==> src/rtl/alu_pkg.sv <==
// alu_pkg: shared definitions for the ALU sequencer slice.
//   - OP_ADD..OP_SHR : ALU select codes, in the same order as the ALU result mux.
//   - state_e        : sequencer FSM states.
//   - W_DEF, CW_DEF  : default data width and repeat-count width.
package alu_pkg;

  localparam int unsigned W_DEF  = 8;
  localparam int unsigned CW_DEF = 4;

  localparam logic [2:0] OP_ADD = 3'd0;
  localparam logic [2:0] OP_SUB = 3'd1;
  localparam logic [2:0] OP_AND = 3'd2;
  localparam logic [2:0] OP_OR  = 3'd3;
  localparam logic [2:0] OP_XOR = 3'd4;
  localparam logic [2:0] OP_INV = 3'd5;
  localparam logic [2:0] OP_SHL = 3'd6;
  localparam logic [2:0] OP_SHR = 3'd7;

  typedef enum logic [1:0] {
    ST_IDLE = 2'd0,
    ST_EXEC = 2'd1,
    ST_DONE = 2'd2
  } state_e;

endpackage

==> src/rtl/alu_sequencer_if.sv <==
// alu_sequencer_if: bundles the command port, the ALU operand/result loop and the
// result port of the sequencer.
//   cmd_valid/cmd_ready/cmd_op/cmd_a/cmd_b/cmd_cnt/cmd_use_acc : command handshake
//   opA/opB/opS (to ALU), R (from ALU)                          : ALU loop
//   res_valid/res_ready/res_data/res_zero                       : result handshake
// Modports: slave = sequencer view, master = surrounding logic (source/ALU/sink).
interface alu_sequencer_if #(
  parameter int unsigned W  = 8,
  parameter int unsigned CW = 4
);

  logic          cmd_valid;
  logic          cmd_ready;
  logic [2:0]    cmd_op;
  logic [W-1:0]  cmd_a;
  logic [W-1:0]  cmd_b;
  logic [CW-1:0] cmd_cnt;
  logic          cmd_use_acc;

  logic [W-1:0]  opA;
  logic [W-1:0]  opB;
  logic [2:0]    opS;
  logic [W-1:0]  R;

  logic          res_valid;
  logic          res_ready;
  logic [W-1:0]  res_data;
  logic          res_zero;

  modport slave (
    input  cmd_valid, cmd_op, cmd_a, cmd_b, cmd_cnt, cmd_use_acc, R, res_ready,
    output cmd_ready, opA, opB, opS, res_valid, res_data, res_zero
  );

  modport master (
    output cmd_valid, cmd_op, cmd_a, cmd_b, cmd_cnt, cmd_use_acc, R, res_ready,
    input  cmd_ready, opA, opB, opS, res_valid, res_data, res_zero
  );

endinterface

==> src/rtl/alu_sequencer.sv <==
// alu_sequencer: iterative front end for the combinational ALU.
// Accepts a command, feeds the accumulator through the ALU cmd_cnt+1 times with a
// fixed second operand and opcode, then offers the accumulator on the result port.
// Ports:
//   clk   : rising-edge clock
//   rst_n : asynchronous active-low reset
//   bus   : alu_sequencer_if.slave (command, ALU loop, result)
module alu_sequencer
  import alu_pkg::*;
#(
  parameter int unsigned W  = W_DEF,
  parameter int unsigned CW = CW_DEF
) (
  input  logic           clk,
  input  logic           rst_n,
  alu_sequencer_if.slave bus
);

  state_e        r_state, w_state_nxt;
  logic [W-1:0]  r_acc,   w_acc_nxt;
  logic [W-1:0]  r_b,     w_b_nxt;
  logic [2:0]    r_op,    w_op_nxt;
  logic [CW-1:0] r_cnt,   w_cnt_nxt;
  logic          w_cmd_fire;

  assign w_cmd_fire = bus.cmd_valid && (r_state == ST_IDLE);

  always_comb begin
    w_state_nxt = r_state;
    w_acc_nxt   = r_acc;
    w_b_nxt     = r_b;
    w_op_nxt    = r_op;
    w_cnt_nxt   = r_cnt;
    unique case (r_state)
      ST_IDLE: begin
        if (w_cmd_fire) begin
          w_acc_nxt   = bus.cmd_use_acc ? r_acc : bus.cmd_a;
          w_b_nxt     = bus.cmd_b;
          w_op_nxt    = bus.cmd_op;
          w_cnt_nxt   = bus.cmd_cnt;
          w_state_nxt = ST_EXEC;
        end
      end
      ST_EXEC: begin
        // One ALU pass per cycle; cnt counts the passes still owed after this one.
        w_acc_nxt = bus.R;
        if (r_cnt == '0) begin
          w_state_nxt = ST_DONE;
        end else begin
          w_cnt_nxt = r_cnt - CW'(1);
        end
      end
      ST_DONE: begin
        // acc is deliberately kept so the next command can chain from it.
        if (bus.res_ready) begin
          w_state_nxt = ST_IDLE;
        end
      end
      default: w_state_nxt = ST_IDLE;
    endcase
  end

  always_ff @(posedge clk or negedge rst_n) begin
    if (!rst_n) begin
      r_state <= ST_IDLE;
      r_acc   <= '0;
      r_b     <= '0;
      r_op    <= '0;
      r_cnt   <= '0;
    end else begin
      r_state <= w_state_nxt;
      r_acc   <= w_acc_nxt;
      r_b     <= w_b_nxt;
      r_op    <= w_op_nxt;
      r_cnt   <= w_cnt_nxt;
    end
  end

  // ALU operands come straight from registers: no path from cmd_* into the loop.
  assign bus.opA       = r_acc;
  assign bus.opB       = r_b;
  assign bus.opS       = r_op;

  assign bus.cmd_ready = (r_state == ST_IDLE);
  assign bus.res_valid = (r_state == ST_DONE);
  assign bus.res_data  = r_acc;
  assign bus.res_zero  = (r_acc == '0);

endmodule

==> src/flat_wrapper.sv <==
// flat-port wrapper written by rule: the top's interface ports become plain ports
module alu_sequencer_flat import alu_pkg::*;
#(
  parameter int unsigned W  = W_DEF,
  parameter int unsigned CW = CW_DEF
)
  (clk, rst_n, bus_cmd_valid, bus_cmd_op, bus_cmd_a, bus_cmd_b, bus_cmd_cnt, bus_cmd_use_acc, bus_R, bus_res_ready, bus_cmd_ready, bus_opA, bus_opB, bus_opS, bus_res_valid, bus_res_data, bus_res_zero);
  alu_sequencer_if #(.W(W), .CW(CW)) bus_i ();
  input  logic clk;
  input  logic rst_n;
  input wire logic [$bits(bus_i.cmd_valid)-1:0] bus_cmd_valid;
  input wire logic [$bits(bus_i.cmd_op)-1:0] bus_cmd_op;
  input wire logic [$bits(bus_i.cmd_a)-1:0] bus_cmd_a;
  input wire logic [$bits(bus_i.cmd_b)-1:0] bus_cmd_b;
  input wire logic [$bits(bus_i.cmd_cnt)-1:0] bus_cmd_cnt;
  input wire logic [$bits(bus_i.cmd_use_acc)-1:0] bus_cmd_use_acc;
  input wire logic [$bits(bus_i.R)-1:0] bus_R;
  input wire logic [$bits(bus_i.res_ready)-1:0] bus_res_ready;
  output wire logic [$bits(bus_i.cmd_ready)-1:0] bus_cmd_ready;
  output wire logic [$bits(bus_i.opA)-1:0] bus_opA;
  output wire logic [$bits(bus_i.opB)-1:0] bus_opB;
  output wire logic [$bits(bus_i.opS)-1:0] bus_opS;
  output wire logic [$bits(bus_i.res_valid)-1:0] bus_res_valid;
  output wire logic [$bits(bus_i.res_data)-1:0] bus_res_data;
  output wire logic [$bits(bus_i.res_zero)-1:0] bus_res_zero;
  assign bus_i.cmd_valid = bus_cmd_valid;
  assign bus_i.cmd_op = bus_cmd_op;
  assign bus_i.cmd_a = bus_cmd_a;
  assign bus_i.cmd_b = bus_cmd_b;
  assign bus_i.cmd_cnt = bus_cmd_cnt;
  assign bus_i.cmd_use_acc = bus_cmd_use_acc;
  assign bus_i.R = bus_R;
  assign bus_i.res_ready = bus_res_ready;
  assign bus_cmd_ready = bus_i.cmd_ready;
  assign bus_opA = bus_i.opA;
  assign bus_opB = bus_i.opB;
  assign bus_opS = bus_i.opS;
  assign bus_res_valid = bus_i.res_valid;
  assign bus_res_data = bus_i.res_data;
  assign bus_res_zero = bus_i.res_zero;
  alu_sequencer #(.W(W), .CW(CW)) u_core (.clk(clk), .rst_n(rst_n), .bus(bus_i));
endmodule
==> config.mk <==
export PLATFORM = sky130hd
export DESIGN_NAME = alu_sequencer_flat
export DESIGN_NICKNAME = d
export VERILOG_FILES = /design/src/rtl/alu_pkg.sv /design/src/rtl/alu_sequencer_if.sv /design/src/rtl/alu_sequencer.sv /design/src/flat_wrapper.sv
export SDC_FILE = /design/constraint.sdc
export NUM_CORES = 1
export LEC_CHECK = 0
export ABC_CLOCK_PERIOD_IN_PS = 1400
export CAP_MARGIN = 20
export CORE_UTILIZATION = 34
export DETAILED_ROUTE_END_ITERATION = 10
export HOLD_SLACK_MARGIN = 0.1
export PLACE_DENSITY = 0.8
export SYNTH_ARGS = -nofsm -noshare
export SYNTH_HDL_FRONTEND = slang
export SYNTH_SLANG_ARGS = --single-unit
==> constraint.sdc <==
create_clock -name clk -period 1.4 [get_ports clk]
set_input_delay 0.28 -clock clk [delete_from_list [all_inputs] [get_ports clk]]
set_output_delay 0.28 -clock clk [all_outputs]
set_load 0.005 [all_outputs]
==> results of run 1 <==
-- metrics by stage --
stage / power, W / cell area (µm²) / setup WS, ns
2_1_floorplan: 0.00247 / 1360 / 0.00119
3_3_place_gp: 0.00377 / 2200 / -0.349
3_5_place_dp: 0.00383 / 2200 / -0.367
4_1_cts: 0.00423 / 2290 / -0.272
5_1_grt: 0.00483 / 2440 / -0.321
6_report: 0.00458 / 2440 / -0.267
-- routing by layer --
layer  track usage (%)  vias up  wire length [µm]
li1                  -      521                 -
met1              22.3      550              1560
met2              30.6       36              2220
met3              1.91        5               153
met4              4.08        0                47
met5                 0        -                 0
-- state kept, by name, indices dropped and copies added, names as in the netlist --
| register | flops |
|---|---|
| u_core.bus.opB | 8 |
| u_core.r_state | 2 |
| u_core.r_cnt | 4 |
| u_core.bus.opA | 8 |
| u_core.bus.opS | 3 |
-- synthesized netlist by cell type (2+ instances only) --
cell	count
buf_2	2
nor2b_1	2
inv_1	4
mux2_4	7
mux2_1	20
mux2i_1	2
or4_1	3
buf_4	9
a2111oi_4	2
nand3b_1	2
nor2_1	3
dfrtp_1	25
-- logic make-up after synthesis --
| family | count (synthesis) |
|---|---|
| multiplexers | 30 |
| flip-flops | 25 |
| AND/OR/NAND/NOR | 18 |
| buffers and inverters | 16 |
| AO/OA/AOI/OAI | 8 |
| adder cells (fa/ha/maj) | 1 |
-- worst max-delay path, stage by stage (launching register included) --
cell     delay (ns)
dfrtp_1        0.39
or4_1          0.51
nor2_1         0.09
buf_2          0.12
-- final timing paths --
| check | endpoint | startpoint | depth (start not counted) | slack, ns |
|---|---|---|---|---|
| max in group asynchronous | u_core.bus.opA[7]$_DFFE_PN0P_ | rst_n | 2 | 0.79 |
| worst max-delay path | bus_res_zero | u_core.bus.opA[3]$_DFFE_PN0P_ | 3 | -0.27 |
| worst min-delay path | u_core.bus.opS[1]$_DFFE_PN0P_ | rst_n | 2 | 0.36 |
| min in group clk | u_core.bus.opB[0]$_DFFE_PN0P_ | u_core.bus.opB[0]$_DFFE_PN0P_ | 1 | 0.51 |
| worst min register to register | u_core.bus.opB[0]$_DFFE_PN0P_ | u_core.bus.opB[0]$_DFFE_PN0P_ | 1 | 0.51 |
| worst max register to register | u_core.r_cnt[0]$_DFFE_PN0P_ | u_core.r_cnt[0]$_DFFE_PN0P_ | 5 | -0.08 |
-- layout make-up --
cell class | instances | area [µm²]
Clock buffer | 4 | 45.0
Timing Repair Buffer | 96 | 945
Multi-Input combinational cell | 57 | 749
Fill cell | 297 | 1300
Sequential cell | 25 | 626
Inverter | 4 | 15.0
Tap cell | 48 | 60.1
-- what timing repair did --
item                       4_1_cts  5_1_grt
pin swaps                        7        6
gates cloned                     0        1
setup endpoints to repair       48       30
buffers inserted                 3        2
gates resized for setup         53       29
-- report_power, final --
group / leakage (nW) / switching (W) / internal, W
logic: 0.894 / 0.000999 / 0.00184
registers: 0.294 / 0.000216 / 0.00108
clock network: 0.0228 / 0.000246 / 0.000204
total: 1.21 / 0.00146 / 0.00312
==> metrics.cfg, run 1 <==
[floorplan]
row_count = 22
die_w_um = 65.1
dieHeight_um = 65.1
placeableCoreArea_um2 = 3740
io_pins = 66
start_util_pct = 36.2
dieArea_um2 = 4240

[yosys]
async_flop_share_pct = 100
synth_top_family_by_area = multiplexers
synth_edf_count = 0
yosys.area.top_type = dfrtp_1
synth_area_leaders = dfrtp_1 (46%), mux2_1 (17%), mux2_4 (7.8%), buf_4 (5.0%), a2111oi_4 (4.1%)
yosysTopAreaCellShare_pct = 46.2
syn_nets = 135
synthMuxAreaShare_pct = 26.7
yosys.area_share.adder_pct = 0.923
synth_cells = 98
synth_compound_area_share_pct = 8.40
avgSynthCellArea_um2 = 13.8
ys_seq_area_share_pct = 46.2
syn_area_um2 = 1360
synth_top_flop_cell = dfrtp_1
yosys_warnings = 0
post_synth_num_cell_types = 29
synthXorXnorAreaFrac_pct = 0
synth-seq-cells = 25
synthSimpleGateAreaFrac_pct = 10.2

[clock_network]
htreeDepth = 1
cts_tree = yes
cts_made_buffers = 3
clock_sinks = 25
clock_latency_ns = 0.27
clk_path_buf_depth = 2
cts_root_buf = clkbuf_8
hold_buffers = 0
cts.reportedPaths.clkPinSlew_ns = 0.09

[timing]
setup_ws_ns = -0.267
tightest_slew_ns = 0.329
maxSlewHeadroom_pct = 78.1
fin_crit_ns = 1.67
hold_ws_ns = 0.362
hold_viol_final = 0
fmax_mhz = 600
clock-skew-final_ns = 0.00276
setup_tns_ns = -0.543
timing.final.crit_share_pct = 119
setup_violations = 14
slew_violations = 0
rsz0062_at_grt = yes

[grt]
grt_pass1_wl_um = 5550
grt-ovfl-total = 0
track_usage_pct = 17.2
first_global_vias = 1174
grt_max_degree = 26
antenna_found_initial = 0

[cells_and_area]
fin_nets = 224
final_cell_mix = clkdlybuf4s50_1 (34), mux2_4 (27), dfrtp_1 (25)
finalNonFillerCells = 234
utilization_pct = 65.2
areaGrowthSynthToFinish_pct = 80.1
layout_commonest_cell = clkdlybuf4s50_1
drive_gt1_share_pct = 44.1
antenna_cells = 0

[drt]
ant_nets = 0
vias = 1112
drtIter0Drc = 35
drt-pass1-iter-count = 4
drc = 0
via_per_inst = 4.75
wl_um = 3980
wl_per_cell_um = 17.0

[placed_design]
place_hpwl_um = 2620
placed_cells = 224
gp_congestion = 0.868
port_buffers = 65

[min_path]
hold_path.class = in2async

[critical_path]
crit_type = reg2out
critPathCaptureType = primary output
crit_fanout = 2
critPathLaunchType = flip-flop
crit_required_ns = 1.12
arrival_ns = 1.39

[pwr]
p_per_area_nw_per_um2 = 1880
leakage_nw = 1.21
vdd_drop_max_v = 0.000785

[run_status]
status = complete, but fails checks
failed_checks = setup timing

[job]
drv_cap = 0

Note: power is estimated with default switching activity, not from simulation.
==> inputs of run 2 (changes only) <==
CORE_UTILIZATION = 36   (was 34)
PLACE_DENSITY = 0.83   (was 0.8)
==> metrics.cfg, run 2 (synthesized netlist as in run 1, its figures left out) <==
[run_status]
status = complete, but fails checks
failed_checks = setup timing

[drt]
drtIter0Drc = 38  ; +8.6%
drt-pass1-iter-count = 4  ; unchanged
wl_per_cell_um = 18.1  ; +6.6%
drc = 0  ; unchanged
vias = 1169  ; +5.1%
ant_nets = 0  ; unchanged
wl_um = 4330  ; +8.9%
via_per_inst = 4.89  ; +2.9%

[cells_and_area]
layout_commonest_cell = clkdlybuf4s50_1
fin_nets = 231  ; +3.1%
utilization_pct = 71.2  ; +6.1 points
areaGrowthSynthToFinish_pct = 82.4
final_cell_mix = clkdlybuf4s50_1 (34), buf_4 (28), mux2_4 (27)
drive_gt1_share_pct = 51.3  ; +7.2 points
fillerInstances = 213  ; -28%
antenna_cells = 0  ; unchanged

[timing]
setup_violations = 16  ; +2
hold_viol_final = 0  ; unchanged
hold_ws_ns = 0.377  ; +0.0151 ns
fin_crit_ns = 1.66  ; -0.00253 ns
clock-skew-final_ns = 0.00328  ; +0.000520 ns
tightest_slew_ns = 0.316  ; -0.0132 ns
timing.final.crit_share_pct = 119  ; -0.18 points
fmax_mhz = 601  ; +0.15%
maxSlewHeadroom_pct = 78.9  ; +0.88 points
rsz0062_at_grt = yes
setup_ws_ns = -0.264  ; +0.00253 ns
slew_violations = 0  ; unchanged

[floorplan]
dieHeight_um = 63.4  ; -2.7%
row_count = 21  ; -4.5%
placeableCoreArea_um2 = 3470  ; -7.4%
io_pins = 66  ; unchanged
start_util_pct = 39.1  ; +2.9 points
die_w_um = 63.4  ; -2.7%
dieArea_um2 = 4010  ; -5.4%

[pwr]
vdd_drop_max_v = 0.000698  ; -11%
p_total_w = 0.00475  ; +3.8%
leakage_nw = 1.24  ; +2.2%
p_per_area_nw_per_um2 = 1920  ; +2.5%

[clock_network]
cts_root_buf = clkbuf_8
clk_path_buf_depth = 2  ; unchanged
clock_sinks = 25  ; unchanged
htreeDepth = 1  ; unchanged
cts.reportedPaths.clkPinSlew_ns = 0.09  ; about the same
cts_made_buffers = 3  ; unchanged
hold_buffers = 0  ; unchanged
clock_latency_ns = 0.27  ; about the same
cts_tree = yes

[critical_path]
r2r-start = u_core.r_state[1]$_DFFE_PN0P_
arrival_ns = 1.38  ; about the same
worst-path-buf-inv = 1  ; unchanged
critPathLaunchType = flip-flop
crit_required_ns = 1.12  ; about the same
crit_fanout = 2  ; unchanged
crit_type = reg2out
crit_chain = or4_1 > nor2_1 > buf_2
critPathCaptureType = primary output
path_delay_family = simple AND/OR/NAND/NOR gates
setup.worst_path.start = u_core.bus.opA[4]$_DFFE_PN0P_
r2r_slack_ns = -0.08  ; about the same
max_stage_delay_ns = 0.52  ; about the same
critPathSlowestCell = or4_1

[grt]
antenna_found_initial = 0  ; unchanged
grt_pass1_wl_um = 5960  ; +7.3%
first_global_vias = 1185  ; +0.94%
grt-ovfl-total = 0  ; unchanged
track_usage_pct = 19.3  ; +2.1 points
grt_max_degree = 26  ; unchanged

[placed_design]
gp_congestion = 0.762  ; -12%
port_buffers = 65  ; unchanged
place_hpwl_um = 2610  ; -0.16%

[min_path]
hold_path.class = in2async

[job]
drv_cap = 0  ; unchanged

==> run 2: final timing paths <==
kind                                                  to  cells past startpoint
setup reg to reg           u_core.bus.opA[5]$_DFFE_PN0P_                      4
hold reg to reg            u_core.bus.opB[1]$_DFFE_PN0P_                      1
hold / removal             u_core.bus.opS[1]$_DFFE_PN0P_                      2
setup / recovery                            bus_res_zero                      3
min in group clk           u_core.bus.opB[1]$_DFFE_PN0P_                      1
max in group asynchronous  u_core.r_state[1]$_DFFE_PN0P_                      2
==> run 2: cell type report <==
type	count	area (µm²)	area share (%)
timing repair buffer	103	977	39.5
multi-input combinational	57	748	30.3
sequential	25	627	25.4
tap	46	57.6	2.33
clock buffer	3	41.3	1.67
inverter	4	15.0	0.608
clock inverter	1	5.00	0.203
==> run 2: power by group <==
group          switching, W  leakage (nW)  internal [W]
Combinational       0.00107         0.920       0.00196
Sequential         0.000216         0.292       0.00108
Clock              0.000229        0.0255      0.000199
Total               0.00151          1.24       0.00324
==> run 2: worst register-to-register path: stages, from the launching register on <==
cell and delay, ns:
dfrtp_2 0.45, nor2b_4 0.17, buf_8 0.16, mux2_4 0.31
mux2_4 0.26
==> run 2: metal layers <==
metal	vias up	global-route usage (%)	share of wire, %
met1	581	25.0	42
met4	0	3.41	1.0
met3	6	3.62	5.5
li1	536	-	-
met5	-	0	0
met2	46	33.5	51
==> run 2: timing repair <==
item | 4_1_cts | 5_1_grt
setup buffers | 6 | 10
pin swaps | 9 | 3
gates cloned | 0 | 1
endpoints found under the setup margin | 46 | 39
resized for setup | 60 | 36
==> run 2: stage by stage <==
stage / TNS, ns / worst slack, ns / instance area, µm² / std cells
2_1_floorplan: 0 / 0.00119 / 1360 / 98
3_3_place_gp: -5.23 / -0.385 / 2180 / 219
3_5_place_dp: -5.87 / -0.381 / 2180 / 219
4_1_cts: -0.789 / -0.260 / 2300 / 229
5_1_grt: -1.51 / -0.290 / 2470 / 239
6_report: -0.837 / -0.264 / 2470 / 239
